## config.mk

```make
export PLATFORM = sky130hd
export DESIGN_NAME = uart_cmd_responder
export DESIGN_NICKNAME = d
export VERILOG_FILES = /design/src/rtl/uart_cmd_responder_pkg.sv /design/src/rtl/uart_cmd_responder_uart.sv /design/src/rtl/uart_cmd_responder.sv
export SDC_FILE = /design/constraint.sdc
export NUM_CORES = 1
export LEC_CHECK = 0
export ABC_CLOCK_PERIOD_IN_PS = 4790
export BUFFER_PORTS_ARGS = -buffer_cell sky130_fd_sc_hd__buf_2
export CORE_MARGIN = 5
export CORE_UTILIZATION = 66
export CTS_BUF_LIST = sky130_fd_sc_hd__clkbuf_16
export CTS_CLUSTER_SIZE = 16
export DETAILED_ROUTE_END_ITERATION = 7
export PLACE_DENSITY = 0.85
export SYNTH_ARGS = -nofsm -noshare
export SYNTH_HDL_FRONTEND = slang
export SYNTH_SLANG_ARGS = --single-unit
```

## constraint.sdc

```tcl
create_clock -name clk -period 4.79 [get_ports clk]
set_input_delay 0.7185 -clock clk [delete_from_list [all_inputs] [get_ports clk]]
set_output_delay 0.7185 -clock clk [all_outputs]
set_load 0.01 [all_outputs]
```

## src/rtl/uart_cmd_responder_pkg.sv

```systemverilog
// Shared types and constants for the remote command link: RX byte-assembly
// states, default inter-byte timeout and the UART baud settings.
package uart_cmd_responder_pkg;

  typedef enum logic {
    HIGH_WAIT = 1'b0,
    LOW_WAIT  = 1'b1
  } rx_state_t;

  localparam int DEFAULT_TIMEOUT_CYC = 100000;

  localparam int CLK_HZ           = 50_000_000;
  localparam int BAUD_RATE        = 115_200;
  localparam int DEFAULT_BAUD_DIV = CLK_HZ / BAUD_RATE;
  localparam int UART_FRAME_BITS  = 10;

endpackage

```

## src/rtl/uart_cmd_responder_uart.sv

```systemverilog
// 8N1 UART transceiver: one-shot transmit with a tx_done pulse, and a receiver
// that holds rx_rdy until the consumer clears it.
module UART
  import uart_cmd_responder_pkg::*;
#(
  parameter int BAUD_DIV = DEFAULT_BAUD_DIV
) (
  input  logic       clk,
  input  logic       rst_n,
  input  logic       RX,
  output logic       TX,
  input  logic [7:0] tx_data,
  input  logic       trmt,
  output logic       tx_done,
  output logic [7:0] rx_data,
  output logic       rx_rdy,
  input  logic       clr_rx_rdy
);
  localparam logic [15:0] BAUD_LAST = 16'(BAUD_DIV - 1);
  localparam logic [15:0] BAUD_HALF = 16'(BAUD_DIV / 2 - 1);
  localparam logic [3:0]  LAST_BIT  = 4'(UART_FRAME_BITS - 1);

  logic [9:0]  r_tx_shift;
  logic [15:0] r_tx_baud;
  logic [3:0]  r_tx_bits;
  logic        r_tx_busy;
  logic        r_tx_done;
  logic        r_rx_meta;
  logic        r_rx_sync;
  logic [15:0] r_rx_baud;
  logic [3:0]  r_rx_bits;
  logic [7:0]  r_rx_shift;
  logic        r_rx_busy;
  logic [7:0]  r_rx_data;
  logic        r_rx_rdy;

  // Idle line is all ones in the shift register, so TX is always a flop output.
  always_ff @(posedge clk or negedge rst_n) begin
    if (!rst_n) begin
      r_tx_shift <= 10'h3FF;
      r_tx_baud  <= 16'd0;
      r_tx_bits  <= 4'd0;
      r_tx_busy  <= 1'b0;
      r_tx_done  <= 1'b0;
    end else begin
      r_tx_done <= 1'b0;
      if (!r_tx_busy) begin
        if (trmt) begin
          r_tx_shift <= {1'b1, tx_data, 1'b0};
          r_tx_baud  <= 16'd0;
          r_tx_bits  <= 4'd0;
          r_tx_busy  <= 1'b1;
        end
      end else if (r_tx_baud == BAUD_LAST) begin
        r_tx_baud  <= 16'd0;
        r_tx_shift <= {1'b1, r_tx_shift[9:1]};
        if (r_tx_bits == LAST_BIT) begin
          r_tx_busy <= 1'b0;
          r_tx_done <= 1'b1;
        end else begin
          r_tx_bits <= r_tx_bits + 4'd1;
        end
      end else begin
        r_tx_baud <= r_tx_baud + 16'd1;
      end
    end
  end

  // Receiver: synchronise RX, then sample each bit near its centre.
  always_ff @(posedge clk or negedge rst_n) begin
    if (!rst_n) begin
      r_rx_meta  <= 1'b1;
      r_rx_sync  <= 1'b1;
      r_rx_baud  <= 16'd0;
      r_rx_bits  <= 4'd0;
      r_rx_shift <= 8'h00;
      r_rx_busy  <= 1'b0;
      r_rx_data  <= 8'h00;
      r_rx_rdy   <= 1'b0;
    end else begin
      r_rx_meta <= RX;
      r_rx_sync <= r_rx_meta;
      if (clr_rx_rdy) begin
        r_rx_rdy <= 1'b0;
      end
      if (!r_rx_busy) begin
        if (!r_rx_sync) begin
          r_rx_busy <= 1'b1;
          r_rx_baud <= BAUD_HALF;
          r_rx_bits <= 4'd0;
        end
      end else if (r_rx_baud == 16'd0) begin
        r_rx_baud <= BAUD_LAST;
        if (r_rx_bits == 4'd0) begin
          if (r_rx_sync) begin
            r_rx_busy <= 1'b0;
          end else begin
            r_rx_bits <= 4'd1;
          end
        end else if (r_rx_bits == LAST_BIT) begin
          r_rx_busy <= 1'b0;
          r_rx_data <= r_rx_shift;
          r_rx_rdy  <= 1'b1;
        end else begin
          r_rx_shift <= {r_rx_sync, r_rx_shift[7:1]};
          r_rx_bits  <= r_rx_bits + 4'd1;
        end
      end else begin
        r_rx_baud <= r_rx_baud - 16'd1;
      end
    end
  end

  assign TX      = r_tx_shift[0];
  assign tx_done = r_tx_done;
  assign rx_data = r_rx_data;
  assign rx_rdy  = r_rx_rdy;

endmodule

```

## src/rtl/uart_cmd_responder.sv

```systemverilog
// Device end of the remote command link: assembles two UART bytes into a
// 16-bit command with an inter-byte timeout, and sends one response byte.
module uart_cmd_responder
  import uart_cmd_responder_pkg::*;
#(
  parameter int TIMEOUT_CYC = DEFAULT_TIMEOUT_CYC,
  parameter int BAUD_DIV    = DEFAULT_BAUD_DIV
) (
  input  logic        clk,
  input  logic        rst_n,
  input  logic        RX,
  output logic        TX,
  output logic [15:0] cmd,
  output logic        cmd_rdy,
  input  logic        clr_cmd_rdy,
  input  logic [7:0]  resp,
  input  logic        send_resp,
  output logic        resp_sent,
  output logic        rx_err
);
  localparam int               CNT_W    = (TIMEOUT_CYC > 2) ? $clog2(TIMEOUT_CYC) : 1;
  localparam logic [CNT_W-1:0] CNT_LAST = CNT_W'(TIMEOUT_CYC - 1);

  rx_state_t        r_state;
  rx_state_t        w_state_nxt;
  logic [7:0]       r_high_byte;
  logic [CNT_W-1:0] r_to_cnt;
  logic [15:0]      r_cmd;
  logic             r_cmd_rdy;
  logic             r_busy;
  logic             r_resp_sent;
  logic             r_rx_err;
  logic [7:0]       w_rx_data;
  logic             w_rx_rdy;
  logic             w_clr_rx_rdy;
  logic             w_tx_done;
  logic             w_trmt;
  logic             w_cap_high;
  logic             w_cmd_done;
  logic             w_timeout;

  UART #(.BAUD_DIV(BAUD_DIV)) u_uart (
    .clk        (clk),
    .rst_n      (rst_n),
    .RX         (RX),
    .TX         (TX),
    .tx_data    (resp),
    .trmt       (w_trmt),
    .tx_done    (w_tx_done),
    .rx_data    (w_rx_data),
    .rx_rdy     (w_rx_rdy),
    .clr_rx_rdy (w_clr_rx_rdy)
  );

  assign w_trmt = send_resp & ~r_busy;

  // RX state register.
  always_ff @(posedge clk or negedge rst_n) begin
    if (!rst_n) begin
      r_state <= HIGH_WAIT;
    end else begin
      r_state <= w_state_nxt;
    end
  end

  // Byte-assembly next state; rx_rdy takes priority over the timeout.
  always_comb begin
    w_state_nxt  = r_state;
    w_clr_rx_rdy = 1'b0;
    w_cap_high   = 1'b0;
    w_cmd_done   = 1'b0;
    w_timeout    = 1'b0;
    case (r_state)
      HIGH_WAIT: begin
        if (w_rx_rdy) begin
          w_cap_high   = 1'b1;
          w_clr_rx_rdy = 1'b1;
          w_state_nxt  = LOW_WAIT;
        end else begin
          w_state_nxt = HIGH_WAIT;
        end
      end
      LOW_WAIT: begin
        if (w_rx_rdy) begin
          w_cmd_done   = 1'b1;
          w_clr_rx_rdy = 1'b1;
          w_state_nxt  = HIGH_WAIT;
        end else if (r_to_cnt == CNT_LAST) begin
          w_timeout   = 1'b1;
          w_state_nxt = HIGH_WAIT;
        end else begin
          w_state_nxt = LOW_WAIT;
        end
      end
      default: begin
        w_state_nxt = HIGH_WAIT;
      end
    endcase
  end

  // Command datapath, timeout counter and the sticky cmd_rdy flag (set wins).
  always_ff @(posedge clk or negedge rst_n) begin
    if (!rst_n) begin
      r_high_byte <= 8'h00;
      r_to_cnt    <= '0;
      r_cmd       <= 16'h0000;
      r_cmd_rdy   <= 1'b0;
      r_rx_err    <= 1'b0;
    end else begin
      if (w_cap_high) begin
        r_high_byte <= w_rx_data;
      end else if (w_timeout) begin
        r_high_byte <= 8'h00;
      end
      if (w_cap_high || w_cmd_done || w_timeout) begin
        r_to_cnt <= '0;
      end else if (r_state == LOW_WAIT) begin
        r_to_cnt <= r_to_cnt + CNT_W'(1);
      end
      if (w_cmd_done) begin
        r_cmd <= {r_high_byte, w_rx_data};
      end
      if (w_cmd_done) begin
        r_cmd_rdy <= 1'b1;
      end else if (clr_cmd_rdy) begin
        r_cmd_rdy <= 1'b0;
      end
      r_rx_err <= w_timeout;
    end
  end

  // Response path: busy covers one frame, resp_sent marks its completion.
  always_ff @(posedge clk or negedge rst_n) begin
    if (!rst_n) begin
      r_busy      <= 1'b0;
      r_resp_sent <= 1'b0;
    end else if (w_tx_done) begin
      r_busy      <= 1'b0;
      r_resp_sent <= 1'b1;
    end else if (w_trmt) begin
      r_busy      <= 1'b1;
      r_resp_sent <= 1'b0;
    end
  end

  assign cmd       = r_cmd;
  assign cmd_rdy   = r_cmd_rdy;
  assign resp_sent = r_resp_sent;
  assign rx_err    = r_rx_err;

endmodule

```

==> impl_metrics.env, run 1 <==
export IMPL_final_cell_count_no_fill=712
export IMPL_path_clk_slew_ns=0.06
export IMPL_r2r_worst_path_cells=6
export IMPL_dieWidth_um=104
export IMPL_crit_slowest_cell="sky130_fd_sc_hd__nor4_4"
export IMPL_period_utilization_post_route=0.527
export IMPL_synthArstFlopShare=1.00
export IMPL_antennaDiodeCount=0
export IMPL_rsz0062_at_grt="no"
export IMPL_met2WireLength_um=6510
export IMPL_final_common_cell="sky130_fd_sc_hd__dfrtp_1"
export IMPL_ir_worst_vdd_mv=0.302
export IMPL_timing_max_slew_rel_slack=0.273
export IMPL_critPathMaxStageDelay_ns=0.56
export IMPL_inst_count_dp=680
export IMPL_maximum_number_of_pins_on_one_net_before_global_route_repair=81
export IMPL_grt_overflow=0
export IMPL_cts_tree="built"
export IMPL_cp_arrival_ns=2.82
export IMPL_portBuffers=32
export IMPL_finalWeightedCongestion=0.861
export IMPL_fin_hold_ws_ns=0.356
export IMPL_n_fill_cell=533
export IMPL_power_static_leakage_nw=2.98
export IMPL_timing_max_transition_violations_final=0
export IMPL_worst_ep_required_time_ns=5.08
export IMPL_antenna_found_initial=0
export IMPL_detailedRoute_firstIterationViolations=322
export IMPL_io_pins=33
export IMPL_syn_avg_cell_area_um2=10.4
export IMPL_critical_path_peak_fanout=9
export IMPL_wirelength_um=12900
export IMPL_seqCellArea_um2=2940
export IMPL_status="finished clean"
export IMPL_root_buffer_selected_by_cts="sky130_fd_sc_hd__clkbuf_16"
export IMPL_max_clock_freq_mhz=396
export IMPL_max_cap_viol_count=0
export IMPL_postRouteAntennaNets=0
export IMPL_timing_setup_tns_ns=0
export IMPL_dpl_wire_length_um=8000
export IMPL_post_synth_instance_area_um2=5820
export IMPL_cts_htree_levels=4
export IMPL_design_die_area_um2=10800
export IMPL_final_net_count=613
export IMPL_floorplan_die_height_um=104
export IMPL_fp_coreArea_um2=8680
export IMPL_final_layout_size_suffix_gt1_frac=0.225
export IMPL_hold_path_depth=0
export IMPL_clkLatencyLatePin_ns=0.41
export IMPL_cp_end_kind="flip-flop"
export IMPL_vias_per_cell=6.57
export IMPL_finalClockSkew_ns=0.0105
export IMPL_grt_pass1_wl_um=22600
export IMPL_postSynthRegisterBits=117
export IMPL_worst_slew_pin_transition_ns=1.09
export IMPL_timing_hold_worst_class="flip-flop to flip-flop"
export IMPL_dpl_worst_slack_ns=2.33
export IMPL_first_pass_detailed_route_iteration_total=5
export IMPL_layout_common_cells="106 x sky130_fd_sc_hd__dfrtp_1, 53 x sky130_fd_sc_hd__nand2_1, 47 x sky130_fd_sc_hd__mux2_2"
export IMPL_synth_flop_cell="sky130_fd_sc_hd__dfrtp_1"
export IMPL_final_setup_viol_count=0
export IMPL_floorplan_rows=34
export IMPL_avgRoutedWirePerCell_um=18.1
export IMPL_timing_worst_setup_path_type="flip-flop to flip-flop"
export IMPL_postSynthNetCount=580
export IMPL_area_growth_pct=14.8
export IMPL_met1Wirelength_um=5370
export IMPL_yosys_warnings=0
export IMPL_power_density_nw_per_um2=403
export IMPL_cts_post_setup_buffers_inserted=0
export IMPL_final_hold_viol_count=0
export IMPL_via_count_of_the_first_global_routing_pass=4682
export IMPL_postCtsResizedCells=0
export IMPL_gate_count_after_technology_mapping=558
export IMPL_seq_total_area_yosys=0.505
export IMPL_wl_met3_um=755
export IMPL_multi_input_area_um2=2700
export IMPL_cts_inserted_buffers=17
export IMPL_total_via_count_after_detailed_routing=4677
export IMPL_timing_critical_path_cells="inv_1 > ha_1 > nor3b_4 > nand2_1 > nor4_4 > mux2_2"
export IMPL_cts_hold_buf=0
export IMPL_layout_min_cycle_time_ns=2.52
export IMPL_synth_enable_flop_cells=0
export IMPL_cts_sink_count=117
export IMPL_drc=0
export IMPL_cts_path_max_buffers=2
export IMPL_dr_max_layer_used="met4"
export IMPL_cp_start_kind="flip-flop"
export IMPL_initial_core_util=0.671
export IMPL_grt_total_usage=0.251
export IMPL_worst_slack_ns=2.27
export IMPL_netlist_cell_type_count=62
[cells by family after synthesis]
family | share of synthesized area
AND/OR/NAND/NOR | 0.197
XOR/XNOR | 0.0181
flip-flops | 0.505
AO/OA/AOI/OAI | 0.124
multiplexers | 0.106
buffers and inverters | 0.0301
adder cells (fa/ha/maj) | 0.0193
[cells in the mapped netlist, drive strengths merged, types with 6 or more instances]
library cell / count / share of area
a21oi: 18 / 0.016
a31oi: 15 / 0.016
a41oi: 8 / 0.012
buf: 6 / 0.0043
clkbuf: 16 / 0.010
dfrtp: 106 / 0.46
dfstp: 11 / 0.050
ha: 9 / 0.019
inv: 23 / 0.015
mux2: 47 / 0.091
mux2i: 9 / 0.015
nand2: 53 / 0.034
nand2b: 11 / 0.012
nand3: 22 / 0.019
nand4: 17 / 0.019
nor2: 38 / 0.025
nor3: 15 / 0.015
nor4: 18 / 0.025
o21ai: 28 / 0.024
o31ai: 6 / 0.0077
or4: 7 / 0.0090
xnor2: 8 / 0.012
[per-layer routing]
metal,vias up,track usage
met5,-,0
met4,0,0.0870
met3,37,0.0639
met2,206,0.400
met1,2295,0.336
li1,2139,-
[state kept, by name (all words and copies together), names as in the netlist, 4 cells and up]
signal / cells
cmd: 16
r_high_byte: 8
r_to_cnt: 17
u_uart.r_rx_baud: 16
u_uart.r_rx_bits: 4
u_uart.r_rx_shift: 8
u_uart.r_tx_baud: 16
u_uart.r_tx_bits: 4
u_uart.r_tx_shift: 9
u_uart.rx_data: 8
[final cells by class]
type | instances | area share
flip-flops and latches | 117 | 0.440
multi-input cells | 395 | 0.405
clock buffers | 17 | 0.0637
clock inverters | 15 | 0.0288
repair buffers | 36 | 0.0288
well taps | 108 | 0.0202
inverters | 24 | 0.0135
[critical path, delay by kind of cell (launching register included)]
kind	cells	cell delay, ns
fa+ha+maj	1	0.21
simple gates	3	1.25
buf+inv	1	0.12
flops	1	0.41
mux	1	0.41
[worst paths after layout]
check	from	endpoint	slack (ns)
worst max-delay path	u_uart.r_rx_baud[0]	u_uart.rx_data[1]	2.27
worst min-delay path	u_uart.r_rx_meta	u_uart.r_rx_sync	0.36
worst max register to register	u_uart.r_rx_baud[0]	u_uart.rx_data[1]	2.27
worst min register to register	u_uart.r_rx_meta	u_uart.r_rx_sync	0.36
max in group asynchronous	rst_n	u_uart.r_rx_sync	3.22
min in group asynchronous	rst_n	u_uart.r_tx_baud[7]	0.49
[power breakdown]
group / internal [mW] / total (mW) / switching, mW
Sequential: 1.07 / 1.15 / 0.0781
Combinational: 0.0979 / 0.203 / 0.105
Clock: 0.834 / 1.33 / 0.500
[stage by stage]
step | cell area [um2] | total power, mW | util
2_1_floorplan | 5820 | 1.29 | -
5_1_grt | 6680 | 2.79 | 0.770
3_5_place_dp | 6060 | 1.36 | 0.699
6_report | 6680 | 2.69 | 0.770
3_3_place_gp | 6060 | 1.34 | 0.699
4_1_cts | 6680 | 2.69 | 0.770
Power figures use the tool's default switching activity.
==> run 2, diff against run 1 <==
--- a/config.mk
+++ b/config.mk
@@ -5,14 +5,15 @@
 export SDC_FILE = /design/constraint.sdc
 export NUM_CORES = 1
 export LEC_CHECK = 0
-export ABC_CLOCK_PERIOD_IN_PS = 4790
+export ABC_AREA = 1
+export ABC_CLOCK_PERIOD_IN_PS = 2000
 export BUFFER_PORTS_ARGS = -buffer_cell sky130_fd_sc_hd__buf_2
 export CORE_MARGIN = 5
-export CORE_UTILIZATION = 66
+export CORE_UTILIZATION = 55
 export CTS_BUF_LIST = sky130_fd_sc_hd__clkbuf_16
 export CTS_CLUSTER_SIZE = 16
 export DETAILED_ROUTE_END_ITERATION = 7
-export PLACE_DENSITY = 0.85
+export PLACE_DENSITY = 0.76
 export SYNTH_ARGS = -nofsm -noshare
 export SYNTH_HDL_FRONTEND = slang
 export SYNTH_SLANG_ARGS = --single-unit
==> constraint.sdc (replaced) <==
create_clock -name clk -period 2 [get_ports clk]
set_input_delay 0.3 -clock clk [delete_from_list [all_inputs] [get_ports clk]]
set_output_delay 0.3 -clock clk [all_outputs]
set_load 0.01 [all_outputs]
==> run 2 against run 1 <==
  * First-iteration DRC count is 39% higher
  * Count of clock-buffer cells in the layout stayed put
  * Flip-flop and latch count unchanged
  * Synthesized area fell by 0.64%
  * Via count increased by 0.83%
  * Wire length decreased by 9.7%
  * Final cell count increased by 25%
  * Critical path type unchanged
  * Largest power group unchanged
==> impl_metrics.env, run 2 <==
export IMPL_max_clock_freq_mhz=564
export IMPL_gate_count_after_technology_mapping=694
export IMPL_status="finished clean"
export IMPL_worst_slew_pin_transition_ns=0.541
export IMPL_layout_min_cycle_time_ns=1.77
export IMPL_period_utilization_post_route=0.887
export IMPL_cts_inserted_buffers=17
export IMPL_area_growth_pct=15.7
export IMPL_switching_power_mw=1.58
export IMPL_avgRoutedWirePerCell_um=13.1
export IMPL_timing_max_transition_violations_final=0
export IMPL_cts_path_max_buffers=2
export IMPL_ir_worst_vdd_mv=0.706
export IMPL_wirelength_um=11700
export IMPL_netlist_cell_type_count=41
export IMPL_synthArstFlopShare=1.00
export IMPL_antenna_found_initial=0
export IMPL_final_net_count=765
export IMPL_rsz0062_at_grt="no"
export IMPL_yosys_warnings=0
export IMPL_ff2ff_setup_slack_ns=0.23
export IMPL_postCtsResizedCells=0
export IMPL_final_layout_size_suffix_gt1_frac=0.147
export IMPL_power_density_nw_per_um2=930
export IMPL_postSynthNetCount=716
export IMPL_layout_common_cells="173 x sky130_fd_sc_hd__nand2_1, 106 x sky130_fd_sc_hd__dfrtp_1, 84 x sky130_fd_sc_hd__nor2_1"
export IMPL_grt_pass1_wl_um=20900
export IMPL_syn_avg_cell_area_um2=8.33
export IMPL_pint_mw=4.64
export IMPL_grt_total_usage=0.201
export IMPL_power_switching_share=0.254
export IMPL_synth_flop_cell="sky130_fd_sc_hd__dfrtp_1"
export IMPL_dpl_wire_length_um=8040
export IMPL_first_pass_detailed_route_iteration_total=5
export IMPL_fp_coreArea_um2=10300
export IMPL_cts_tree="built"
export IMPL_worst_ep_required_time_ns=2.26
export IMPL_grt_overflow=0
export IMPL_cp_end_kind="flip-flop"
export IMPL_grt_busiest_layer="met2"
export IMPL_dieWidth_um=113
export IMPL_finalClockSkew_ns=0.0102
export IMPL_vias_per_cell=5.29
export IMPL_floorplan_rows=37
export IMPL_path_clk_slew_ns=0.05
export IMPL_cp_arrival_ns=2.04
export IMPL_initial_core_util=0.563
export IMPL_part_of_the_power_in_combinational_logic=0.101
export IMPL_via_count_of_the_first_global_routing_pass=4694
export IMPL_cts_hold_buf=2
export IMPL_detailedRoute_firstIterationViolations=448
export IMPL_floorplan_die_height_um=113
export IMPL_antennaDiodeCount=0
export IMPL_cp_start_kind="flip-flop"
export IMPL_post_synth_instance_area_um2=5780
export IMPL_largest_reg_flops=17
export IMPL_cts_sink_count=117
export IMPL_timing_setup_tns_ns=0
export IMPL_fin_hold_ws_ns=0.0668
export IMPL_power_static_leakage_nw=3.27
export IMPL_synth_top_cells_by_count="173 x sky130_fd_sc_hd__nand2_1, 106 x sky130_fd_sc_hd__dfrtp_1, 84 x sky130_fd_sc_hd__nor2_1, 77 x sky130_fd_sc_hd__inv_1, 53 x sky130_fd_sc_hd__o21ai_0"
export IMPL_grt_util_met1=0.252
export IMPL_max_cap_viol_count=0
export IMPL_synthTopCellsByArea="sky130_fd_sc_hd__dfrtp_1 46%, sky130_fd_sc_hd__nand2_1 11%, sky130_fd_sc_hd__nor2_1 5.5%"
export IMPL_grt_use_met3=0.0609
export IMPL_postRouteAntennaNets=0
export IMPL_design_die_area_um2=12700
export IMPL_maximum_number_of_pins_on_one_net_before_global_route_repair=52
export IMPL_root_buffer_selected_by_cts="sky130_fd_sc_hd__clkbuf_16"
export IMPL_critical_path_peak_fanout=10
export IMPL_timing_worst_setup_path_type="flip-flop to flip-flop"
export IMPL_cts_htree_levels=4
export IMPL_synth_enable_flop_cells=0
export IMPL_registers_top_by_ff_count="r_to_cnt"
export IMPL_grt_util_met2=0.331
export IMPL_cts_post_setup_buffers_inserted=0
export IMPL_total_via_count_after_detailed_routing=4716
export IMPL_n_fill_cell=843
export IMPL_postSynthRegisterBits=117
export IMPL_synth_top_cell_by_area="sky130_fd_sc_hd__dfrtp_1"
export IMPL_power_clock_fraction=0.450
export IMPL_final_setup_viol_count=0
export IMPL_timing_max_slew_rel_slack=0.638
export IMPL_drc=0
export IMPL_timing_hold_worst_class="input port to flip-flop"
export IMPL_portBuffers=32
export IMPL_finalWeightedCongestion=0.848
export IMPL_clkLatencyLatePin_ns=0.42
export IMPL_io_pins=33
export IMPL_synth_most_common_cell="sky130_fd_sc_hd__nand2_1"
export IMPL_final_common_cell="sky130_fd_sc_hd__nand2_1"
export IMPL_seq_total_area_yosys=0.509
export IMPL_final_hold_viol_count=0
export IMPL_fraction_of_power_consumed_by_sequential_logic=0.448
export IMPL_yosys_area_top_type_share=0.459
==> run 2: through the flow <==
stage	area, um2	setup slack, ns	instances	utilization	total power, mW
after floorplan	5780	0.451	694	-	3.25
after global placement	6120	0.309	858	0.596	3.41
after detailed placement	6120	0.237	858	0.596	3.45
after CTS	6690	0.222	892	0.651	6.28
after global routing	6690	0.0194	892	0.651	6.54
final	6690	0.226	892	0.651	6.23
==> run 2: worst paths after layout <==
check	from	end	depth (start not counted)
max reg2reg	r_to_cnt[0]	r_state	9
max	r_to_cnt[0]	r_state	9
min	clr_cmd_rdy	cmd_rdy	2
max in group asynchronous	rst_n	u_uart.r_tx_shift[5]	3
min in group asynchronous	rst_n	cmd[6]	2
min reg2reg	u_uart.r_rx_meta	u_uart.r_rx_sync	0
==> run 2: worst max-delay path: stages, from the launching register on <==
cell and delay (ns):
sky130_fd_sc_hd__dfrtp_1 0.40, sky130_fd_sc_hd__ha_1 0.22, sky130_fd_sc_hd__nand2_1 0.07, sky130_fd_sc_hd__nor2_1 0.17, sky130_fd_sc_hd__inv_1 0.12, sky130_fd_sc_hd__nor2_1 0.11
sky130_fd_sc_hd__nand3_1 0.10, sky130_fd_sc_hd__nand2_1 0.14, sky130_fd_sc_hd__buf_4 0.20, sky130_fd_sc_hd__o21ai_0 0.10
==> run 2: logic make-up (layout without fill, tap and decap cells) <==
group / after synthesis / after routing / synth area share
and+or+nand+nor: 349 / 349 / 0.263
DFF: 117 / 117 / 0.509
AOI/OAI and AO/OA: 99 / 99 / 0.0995
buffers and inverters: 93 / 155 / 0.0673
xor gates and xnor gates: 20 / 20 / 0.0303
adders and majority gates: 9 / 9 / 0.0195
muxes: 7 / 7 / 0.0121
==> run 2: metal layers <==
| metal | up-vias | wire, um |
|---|---|---|
| li1 | 2342 | - |
| met4 | 0 | 117 |
| met3 | 14 | 570 |
| met5 | - | 0 |
| met1 | 2257 | 5190 |
| met2 | 103 | 5780 |
==> run 2: cell type report <==
| cell class | count | area (um2) | area share |
|---|---|---|---|
| repair buffers | 42 | 268 | 0.0400 |
| well taps | 136 | 170 | 0.0254 |
| inverters | 81 | 312 | 0.0466 |
| clock buffers | 17 | 425 | 0.0636 |
| clock inverters | 15 | 124 | 0.0185 |
| multi-input cells | 484 | 2450 | 0.366 |
| flip-flops and latches | 117 | 2940 | 0.440 |
==> run 2: power groups by stage <==
stage                     logic (mW)  registers, mW  clock network (mW)
after floorplan                0.469           2.78                   0
after global placement         0.595           2.81                   0
after detailed placement       0.630           2.82                   0
after CTS                      0.640           2.79                2.85
after global routing           0.726           2.82                2.99
final                          0.629           2.79                2.80
==> run 3, diff against run 2 <==
--- a/config.mk
+++ b/config.mk
@@ -6,14 +6,14 @@
 export NUM_CORES = 1
 export LEC_CHECK = 0
 export ABC_AREA = 1
-export ABC_CLOCK_PERIOD_IN_PS = 2000
+export ABC_CLOCK_PERIOD_IN_PS = 1600
 export BUFFER_PORTS_ARGS = -buffer_cell sky130_fd_sc_hd__buf_2
 export CORE_MARGIN = 5
 export CORE_UTILIZATION = 55
-export CTS_BUF_LIST = sky130_fd_sc_hd__clkbuf_16
 export CTS_CLUSTER_SIZE = 16
 export DETAILED_ROUTE_END_ITERATION = 7
 export PLACE_DENSITY = 0.76
+export SKIP_LAST_GASP = 1
 export SYNTH_ARGS = -nofsm -noshare
 export SYNTH_HDL_FRONTEND = slang
 export SYNTH_SLANG_ARGS = --single-unit
==> constraint.sdc (replaced) <==
create_clock -name clk -period 1.6 [get_ports clk]
set_input_delay 0.24 -clock clk [delete_from_list [all_inputs] [get_ports clk]]
set_output_delay 0.24 -clock clk [all_outputs]
set_load 0.01 [all_outputs]
==> run 3 against run 2 <==
  * Total power rose by 29%
  * First-iteration DRC count grew 2.2%
  * Count of clock-buffer cells in the layout stayed put
  * Combinational power is 34% higher
  * Design area up 8.4%
  * Worst setup slack worse by 0.19 ns
  * Critical path depth unchanged
  * Clock power increased by 32%
  * Wire length increased by 15%
  * Register-to-register slack worse by 0.19 ns
  * Utilization is 5.5 points higher
  * Global-route usage up 1.2 points
  * Critical path type unchanged
  * Largest cell class unchanged
  * Largest power group unchanged
  * Highest routed layer unchanged
==> impl_metrics.env, run 3 (synthesis results as in run 2) <==
export IMPL_status="finished clean"
export IMPL_part_of_the_power_in_combinational_logic=0.105
export IMPL_registers_top_by_ff_count="r_to_cnt"
export IMPL_timing_max_slew_rel_slack=0.703
export IMPL_grt_total_usage=0.214
export IMPL_via_count_of_the_first_global_routing_pass=4976
export IMPL_worst_ep_required_time_ns=2.01
export IMPL_power_switching_share=0.287
export IMPL_worst_slew_pin_transition_ns=0.446
export IMPL_power_density_nw_per_um2=1110
export IMPL_timing_worst_setup_path_type="flip-flop to flip-flop"
export IMPL_max_clock_freq_mhz=638
export IMPL_maximum_number_of_pins_on_one_net_before_global_route_repair=34
export IMPL_rsz0062_at_grt="yes"
export IMPL_vias_per_cell=5.47
export IMPL_crit_slowest_cell="sky130_fd_sc_hd__dfrtp_1"
export IMPL_clkLatencyLatePin_ns=0.53
export IMPL_fp_coreArea_um2=10300
export IMPL_finalWeightedCongestion=0.928
export IMPL_multi_input_area_um2=2650
export IMPL_max_cap_viol_count=0
export IMPL_portBuffers=32
export IMPL_timing_hold_worst_class="input port to flip-flop"
export IMPL_cts_sink_count=117
export IMPL_floorplan_rows=37
export IMPL_cts_path_max_buffers=2
export IMPL_cts_tree="built"
export IMPL_io_pins=33
export IMPL_finalPower_mw=8.04
export IMPL_layout_common_cells="163 x sky130_fd_sc_hd__nand2_1, 104 x sky130_fd_sc_hd__dfrtp_1, 71 x sky130_fd_sc_hd__inv_1"
export IMPL_cp_end_kind="flip-flop"
export IMPL_seqCellArea_um2=2940
export IMPL_dpl_wire_length_um=8270
export IMPL_cp_arrival_ns=1.98
export IMPL_switching_power_mw=2.30
export IMPL_cp_buffers_inverters=3
export IMPL_grt_pass1_wl_um=22400
export IMPL_ir_worst_vdd_mv=0.790
export IMPL_fin_hold_ws_ns=0.00698
export IMPL_layout_min_cycle_time_ns=1.57
export IMPL_design_die_area_um2=12700
export IMPL_n_fill_cell=735
export IMPL_finish_instance_area_um2=7250
export IMPL_antenna_found_initial=0
export IMPL_avgRoutedWirePerCell_um=14.5
export IMPL_antennaDiodeCount=0
export IMPL_timing_max_transition_violations_final=0
export IMPL_postRouteAntennaNets=0
export IMPL_critical_path_peak_fanout=5
export IMPL_cts_inserted_buffers=17
export IMPL_placedInstanceArea_um2=6290
export IMPL_power_clock_fraction=0.460
export IMPL_final_cell_count_no_fill=929
export IMPL_final_common_cell="sky130_fd_sc_hd__nand2_1"
export IMPL_dieWidth_um=113
export IMPL_fraction_of_power_consumed_by_sequential_logic=0.435
export IMPL_final_layout_size_suffix_gt1_frac=0.248
export IMPL_final_hold_viol_count=0
export IMPL_cp_start_kind="flip-flop"
export IMPL_cts_htree_levels=4
export IMPL_final_net_count=802
export IMPL_wirelength_um=13400
export IMPL_final_setup_viol_count=0
export IMPL_initial_core_util=0.563
export IMPL_timing_critical_path_cells="buf_6 > ha_1 > nand3_2 > inv_2 > nor3_4 > buf_6 > nand2_8 > nand2_1 > nand2_2"
export IMPL_detailedRoute_firstIterationViolations=458
export IMPL_pint_mw=5.73
export IMPL_finalClockSkew_ns=0.0108
export IMPL_drc=0
export IMPL_floorplan_die_height_um=113
export IMPL_area_growth_pct=25.4
export IMPL_root_buffer_selected_by_cts="sky130_fd_sc_hd__clkbuf_8"
export IMPL_first_pass_detailed_route_iteration_total=5
export IMPL_power_static_leakage_nw=3.48
export IMPL_critical_path_top_delay_family="simple AND/OR/NAND/NOR gates"
export IMPL_period_utilization_post_route=0.980
export IMPL_critPathMaxStageDelay_ns=0.41
export IMPL_total_via_count_after_detailed_routing=5086
export IMPL_cell_with_the_most_instances_on_the_worst_path="sky130_fd_sc_hd__buf_6"
export IMPL_final_util=0.706
export IMPL_grt_overflow=0
export IMPL_path_clk_slew_ns=0.06
export IMPL_largest_reg_flops=17
export IMPL_inst_count_dp=878
[run 3: cell types whose count changed in the layout (fill, tap and decap cells not counted), moves of 7 or more]
cell / change
sky130_fd_sc_hd__inv_1: -9
sky130_fd_sc_hd__buf_4: +26
sky130_fd_sc_hd__nor2_2: +11
sky130_fd_sc_hd__nand2_1: -10
sky130_fd_sc_hd__nor2_1: -15
sky130_fd_sc_hd__nand3_2: +7
sky130_fd_sc_hd__nand3_1: -7
[run 3: through the flow]
step	TNS, ns	setup slack (ns)
2_1_floorplan	0	0.0514
3_3_place_gp	0	0.0112
4_1_cts	0	0.00505
6_report	0	0.0327
3_5_place_dp	-0.536	-0.0799
5_1_grt	-1.48	-0.0652
[run 3: worst reg2reg max path, delay by kind of cell (launching register included)]
family        cells  cell delay, ns
simple gates      5            0.48
flops             1            0.41
buf+inv           3            0.36
fa+ha+maj         1            0.21
[run 3: final timing paths]
path	start	endpoint	slack, ns	cells after the start
hold reg to reg	u_uart.r_rx_meta	u_uart.r_rx_sync	0.36	0
setup reg to reg	u_uart.r_rx_bits[0]	u_uart.r_rx_shift[5]	0.03	9
min in group asynchronous	rst_n	r_to_cnt[14]	0.20	2
max in group asynchronous	rst_n	u_uart.r_tx_shift[1]	0.82	3
setup / recovery	u_uart.r_rx_bits[0]	u_uart.r_rx_shift[5]	0.03	9
hold / removal	resp[1]	u_uart.r_tx_shift[2]	0.007	3
[run 3: what timing repair did]
action | 4_1_cts | 5_1_grt
pin swaps | 4 | 18
endpoints found under the hold margin | 27 | 0
setup buffers | 6 | 6
resized for setup | 10 | 59
hold buffers | 5 | 0
endpoints found under the setup margin | 44 | 82
gates cloned | 0 | 2
[run 3: routing by layer]
metal	global-route usage	part of all wire
met3	0.0550	0.052
met2	0.356	0.50
met1	0.266	0.43
met4	0.0833	0.023
met5	0	0
[run 3: final cells by class]
cell class              instances  share of cell area
flip-flops and latches        117               0.406
repair buffers                 78              0.0824
multi-input cells             485               0.365
clock buffers                  17              0.0571
well taps                     136              0.0235
inverters                      81              0.0440
clock inverters                15              0.0221
[run 3: power groups by stage]
stage               sequential [mW]  combinational (mW)  clock (mW)
global placement               3.51               0.767           0
floorplan                      3.47               0.586           0
global route                   3.53               0.960        3.89
finish                         3.49               0.845        3.70
detailed placement             3.52               0.806           0
CTS                            3.48               0.824        3.72
